`src/rtl/dmem_responder_pkg.sv`:
```
// Shared definitions for the data-memory responder: FSM states, data-op
// encodings and the default wait-state count.
package dmem_responder_pkg;

    typedef enum logic [1:0] {
        IDLE = 2'd0,
        WAIT = 2'd1,
        RESP = 2'd2
    } dmem_state_t;

    // Existing 2-bit data-op encodings; 2'b00 and 2'b01 are not memory ops.
    localparam logic [1:0] kDMEM_OP_STORE = 2'b10;
    localparam logic [1:0] kDMEM_OP_LOAD  = 2'b11;

    localparam int kDMEM_WAIT = 2;

    function automatic logic dmem_is_mem_op(input logic [1:0] op);
        return (op == kDMEM_OP_STORE) || (op == kDMEM_OP_LOAD);
    endfunction

endpackage

```
`src/rtl/dmem_responder_array.sv`:
```
// Byte storage for the responder: synchronous write, registered read,
// one port shared between both.
module dmem_array #(
    parameter int AW = 8,
    parameter int DW = 8
) (
    input  logic          Clk,
    input  logic          WrEn,
    input  logic          RdEn,
    input  logic [AW-1:0] Addr,
    input  logic [DW-1:0] WData,
    output logic [DW-1:0] RData
);

    logic [DW-1:0] r_mem [0:(1<<AW)-1];

    // NOTE: storage and read register have no reset; contents survive Reset_n
    // and a reset port here would stop the array mapping onto RAM.
    always_ff @(posedge Clk) begin
        if (WrEn) begin
            r_mem[Addr] <= WData;
        end
        if (RdEn) begin
            RData <= r_mem[Addr];
        end
    end

endmodule

```
`src/rtl/dmem_responder.sv`:
```
// Data-memory responder: one request at a time, WAIT_CYCLES wait states, then a
// held response. Optional access counters via `define DMEM_ACCESS_COUNT_EN.
module dmem_responder
    import dmem_responder_pkg::*;
#(
    parameter int AW          = 8,
    parameter int DW          = 8,
    parameter int WAIT_CYCLES = kDMEM_WAIT
) (
    input  logic          Clk,
    input  logic          Reset_n,
    input  logic          ReqValid,
    output logic          ReqReady,
    input  logic [1:0]    ReqOp,
    input  logic [AW-1:0] ReqAddr,
    input  logic [DW-1:0] ReqWData,
    output logic          RspValid,
    input  logic          RspReady,
    output logic [1:0]    RspOp,
    output logic [DW-1:0] RspRData,
    output logic          RspErr
`ifdef DMEM_ACCESS_COUNT_EN
    ,
    output logic [15:0]   LoadCount,
    output logic [15:0]   StoreCount
`endif
);

    localparam logic [3:0] LP_WAIT = 4'(WAIT_CYCLES);

    dmem_state_t   r_state;
    logic [3:0]    r_cnt;
    logic [1:0]    r_op;
    logic [AW-1:0] r_addr;
    logic [DW-1:0] r_wdata;
    logic          r_rsp_valid;
    logic [1:0]    r_rsp_op;
    logic          r_rsp_err;
    logic          r_rsp_load;

    logic          w_access;
    logic [1:0]    w_acc_op;
    logic [AW-1:0] w_acc_addr;
    logic [DW-1:0] w_acc_wdata;
    logic          w_acc_store;
    logic          w_acc_load;
    logic [DW-1:0] w_rdata;

    // With zero wait states the access happens on the accept edge, so the
    // request is taken straight from the ports instead of the latched copy.
    assign w_acc_op    = (r_state == IDLE) ? ReqOp    : r_op;
    assign w_acc_addr  = (r_state == IDLE) ? ReqAddr  : r_addr;
    assign w_acc_wdata = (r_state == IDLE) ? ReqWData : r_wdata;
    assign w_access    = ((r_state == IDLE) && ReqValid && (LP_WAIT == 4'd0)) ||
                         ((r_state == WAIT) && (r_cnt == 4'd1));
    assign w_acc_store = w_access && (w_acc_op == kDMEM_OP_STORE);
    assign w_acc_load  = w_access && (w_acc_op == kDMEM_OP_LOAD);

    dmem_array #(
        .AW (AW),
        .DW (DW)
    ) u_array (
        .Clk   (Clk),
        .WrEn  (w_acc_store),
        .RdEn  (w_acc_load),
        .Addr  (w_acc_addr),
        .WData (w_acc_wdata),
        .RData (w_rdata)
    );

    // NOTE: all state uses non-blocking assignments so every register samples
    // pre-edge values regardless of statement order.
    always_ff @(posedge Clk or negedge Reset_n) begin
        if (!Reset_n) begin
            r_state     <= IDLE;
            r_cnt       <= '0;
            r_op        <= '0;
            r_addr      <= '0;
            r_wdata     <= '0;
            r_rsp_valid <= 1'b0;
            r_rsp_op    <= '0;
            r_rsp_err   <= 1'b0;
            r_rsp_load  <= 1'b0;
        end else begin
            unique case (r_state)
                IDLE: begin
                    if (ReqValid) begin
                        r_op    <= ReqOp;
                        r_addr  <= ReqAddr;
                        r_wdata <= ReqWData;
                        r_cnt   <= LP_WAIT;
                        r_state <= (LP_WAIT == 4'd0) ? RESP : WAIT;
                    end
                end
                WAIT: begin
                    r_cnt <= r_cnt - 4'd1;
                    if (r_cnt == 4'd1) begin
                        r_state <= RESP;
                    end
                end
                RESP: begin
                    if (RspReady) begin
                        r_state     <= IDLE;
                        r_rsp_valid <= 1'b0;
                        r_rsp_err   <= 1'b0;
                    end
                end
                default: r_state <= IDLE;
            endcase

            if (w_access) begin
                r_rsp_valid <= 1'b1;
                r_rsp_op    <= w_acc_op;
                r_rsp_err   <= !dmem_is_mem_op(w_acc_op);
                r_rsp_load  <= (w_acc_op == kDMEM_OP_LOAD);
            end
        end
    end

    // Read data lives in the array's output register; gate it so stores,
    // illegal ops and reset present zero.
    assign RspRData = r_rsp_load ? w_rdata : '0;
    assign ReqReady = (r_state == IDLE);
    assign RspValid = r_rsp_valid;
    assign RspOp    = r_rsp_op;
    assign RspErr   = r_rsp_err;

`ifdef DMEM_ACCESS_COUNT_EN
    logic [15:0] r_load_cnt;
    logic [15:0] r_store_cnt;

    always_ff @(posedge Clk or negedge Reset_n) begin
        if (!Reset_n) begin
            r_load_cnt  <= '0;
            r_store_cnt <= '0;
        end else begin
            if (w_acc_load && (r_load_cnt != 16'hFFFF)) begin
                r_load_cnt <= r_load_cnt + 16'd1;
            end
            if (w_acc_store && (r_store_cnt != 16'hFFFF)) begin
                r_store_cnt <= r_store_cnt + 16'd1;
            end
        end
    end

    assign LoadCount  = r_load_cnt;
    assign StoreCount = r_store_cnt;
`endif

endmodule

```
`config.mk`:
```
export PLATFORM = sky130hd
export DESIGN_NAME = dmem_responder
export DESIGN_NICKNAME = d
export VERILOG_FILES = /design/src/rtl/dmem_responder_pkg.sv /design/src/rtl/dmem_responder_array.sv /design/src/rtl/dmem_responder.sv
export SDC_FILE = /design/constraint.sdc
export NUM_CORES = 2
export LEC_CHECK = 0
export CAP_MARGIN = 20
export CORE_ASPECT_RATIO = 1.1
export CORE_MARGIN = 1
export CORE_UTILIZATION = 55
export CTS_BUF_LIST = sky130_fd_sc_hd__clkbuf_16
export CTS_CLUSTER_SIZE = 28
export DETAILED_ROUTE_END_ITERATION = 8
export GPL_ROUTABILITY_DRIVEN = 1
export HOLD_SLACK_MARGIN = 0.05
export PLACE_DENSITY = 0.71
export SYNTH_ARGS = -nofsm -noshare
export SYNTH_HDL_FRONTEND = slang
export SYNTH_SLANG_ARGS = --single-unit
```
`constraint.sdc`:
```
create_clock -name Clk -period 7.1 [get_ports Clk]
set_input_delay 0.71 -clock Clk [delete_from_list [all_inputs] [get_ports Clk]]
set_output_delay 0.71 -clock Clk [all_outputs]
set_load 0.01 [all_outputs]
```
==> flow_summary.ini <==
[status]
status = completed

[logic_synthesis]
synth_seq_area_share_pct = 81.1
synth_compound_area_share_pct = 14.2
synthTopCellsByArea = edfxtp_1 80%, a221oi_1 5.8%, a22o_1 5.8%, o22ai_1 2.1%, nor2_1 1.3%
synth_nets = 4251
synth_edf_count = 2056
synthDistinctLibCells = 44
synth_top_family_by_area = compound AO/OA/AOI/OAI gates
synth_warnings = 0
synth_area_leader_cell = edfxtp_1
synthAdderAreaFrac_pct = 0.0325
syn_avg_cell_area_um2 = 18.2
synthMuxAreaShare_pct = 0.261
async_flop_share_pct = 1.39
yosys.area_share.simple_pct = 2.66
synth.ff_latch_count = 2085
syn_inst = 4227
synth_common_cells = 2,056 x edfxtp_1, 512 x a221oi_1, 512 x a22o_1
synth_top_area_share_pct = 80.1
netlist_area_mm2 = 0.0771
synth_most_common_cell = edfxtp_1
synth_xor_area_share_pct = 0.0114
synth_top_flop_cell = edfxtp_1

[drt]
totalWireLength_um = 195000
antenna_left = 0
vias_per_cell = 6.93
routedWlPerCell_um = 31.5
drc = 0
firstDrtPassIters = 8
drt-initial-drc-count = 6238
via_count = 43000

[die]
die_width_um = 359
coreArea_mm2 = 0.139
die_area_mm2 = 0.142
initial_core_util_pct = 55.6
die_h_um = 395
io_pins = 35
rows = 143

[grt]
grt-ovfl-total = 0
grt_pass1_wl_um = 282000
grt_max_degree = 217
grt_pass1_vias = 41300
antenna_found_initial = 3
grtUsageTotal_pct = 27.1

[timing]
setup_viol = 0
min_period_ns = 5.31
fmax_ghz = 0.188
tns_ns = 0
rsz0062_at_grt = false
tightest_slew_ns = 1.16
post-route-period-util_pct = 74.7
finClkSkew_ns = 0.0705
slew_viol_final = 0
slew_headroom_pct = 22.8
hold_viol_final = 0

[power_and_ir_drop]
peakVddDrop_uv = 871
cellPowerDensity_mw_per_mm2 = 454
total_power_uw = 38800
power.leakage_uw = 0.0265

[flow_run]
cap_violations = 0

[worst_hold_path]
hold_class = primary input to async pin

[cells_and_area]
antenna_cells = 0
final_nets = 4249
areaGrowthSynthToFinish_pct = 10.8
fin_cells = 6200
drive_above_1_share_pct = 8.61
fin_util_pct = 61.6

[clock_network]
ctsResizeCount = 0
clock_path_buffers = 3
htree_num_levels = 4
insertion_delay_ns = 0.84
root_buffer = clkbuf_16
cts_tree = built
cts_setup_buffers = 0
path_clk_slew_ns = 0.06
cts_sinks = 2085
cts_buffers = 194
cts_hold_buf = 0

[worst_setup_path]
cp.buffers_inverters = 1
cp.required_ns = 7.64
arrival_ns = 5.84
crit_path_max_fanout = 65
crit_type = register to register
cp-end-kind = register
worst_path_largest_cell_delay_ns = 0.97
rrSetupSlack_ns = 1.79
critPathLaunchType = register
critPathTopFamily = compound AO/OA/AOI/OAI gates
crit_slowest_cell = nor4_1
crit_chain = or2_1 -> o21ai_4 -> buf_4 -> a221oi_1 -> o22ai_1 -> nor4_1 -> a21oi_1 -> a2111o_1

[place]
dp_cells = 5840
dpl.hpwl_um = 112000
routabilityCongestion = 0.886
port_buffers = 34
metal layers:
| layer | up-vias | GRT usage, % | routed length [um] |
|---|---|---|---|
| met2 | 2640 | 43.6 | 94400 |
| met5 | - | 0 | 40 |
| met1 | 21900 | 36.6 | 73500 |
| met4 | 6 | 11.3 | 8340 |
| li1 | 18000 | - | - |
| met3 | 438 | 5.00 | 18700 |
cells in the final DEF (no fill, tap or decap), types with 17 or more instances in the layout:
| cell type | n |
|---|---|
| o22ai_1 | 256 |
| edfxtp_1 | 2056 |
| nand2_1 | 86 |
| dfrtp_1 | 29 |
| clkinv_1 | 51 |
| clkinv_2 | 33 |
| clkdlybuf4s50_1 | 34 |
| a221oi_1 | 512 |
| buf_4 | 61 |
| nor4_1 | 64 |
| clkbuf_16 | 195 |
| mux2_2 | 17 |
| inv_1 | 52 |
| buf_12 | 19 |
| nor2_1 | 258 |
| a22o_1 | 512 |
final timing paths:
path	cells past startpoint	startpoint	end
max reg2reg	8	r_state[1]$_DFFE_PN0P_	u_array.RData[3]$_DFFE_PP_
max	8	r_state[1]$_DFFE_PN0P_	u_array.RData[3]$_DFFE_PP_
min	2	Reset_n	r_wdata[2]$_DFFE_PN0P_
min in group Clk	2	RspOp[1]$_DFFE_PN0P_	RspOp[1]$_DFFE_PN0P_
max in group asynchronous	2	Reset_n	r_wdata[1]$_DFFE_PN0P_
min reg2reg	2	RspOp[1]$_DFFE_PN0P_	RspOp[1]$_DFFE_PN0P_
cells by family after synthesis:
group,after synthesis
compound gates,1336
xor+xnor,1
fa+ha+maj,2
buf+inv,317
flops,2085
mux,18
simple gates,468
per-stage QoR:
step	instance area, um2	hold slack (ns)	worst slack, ns
detailed placement	79300	0.465	2.10
global route	85400	0.325	1.70
CTS	85400	0.257	2.10
global placement	79300	0.463	2.14
finish	85400	0.289	1.79
floorplan	77100	0.414	1.76
area by class of cell:
class	count	area, um2
clock buffer	195	4880
clock inverter	164	1230
fill	9373	53300
inverter	4	22.5
multi-input combinational	1825	13400
sequential	2085	62500
tap	1812	2270
timing repair buffer	115	1180
registers in the layout, indices dropped and copies added (netlist names):
signal and cells:
u_array.r_mem 2048, r_addr 8, r_wdata 8, u_array.RData 8
r_cnt 4, RspOp 2, r_op 2, r_state 2
RspErr 1, RspValid 1, r_rsp_load 1
worst register-to-register path, stage by stage (launching register included):
cell and delay, ns:
dfrtp_1 0.47, or2_1 0.86, o21ai_4 0.46, buf_4 0.51, a221oi_1 0.68, o22ai_1 0.25
nor4_1 0.97, a21oi_1 0.40, a2111o_1 0.45
where the power goes:
| group | internal, uW | total [uW] | switching [uW] |
|---|---|---|---|
| registers | 16300 | 16400 | 82.0 |
| clock network | 5540 | 10000 | 4460 |
| logic | 3380 | 12300 | 8960 |
(Power assumes the default switching activity.)
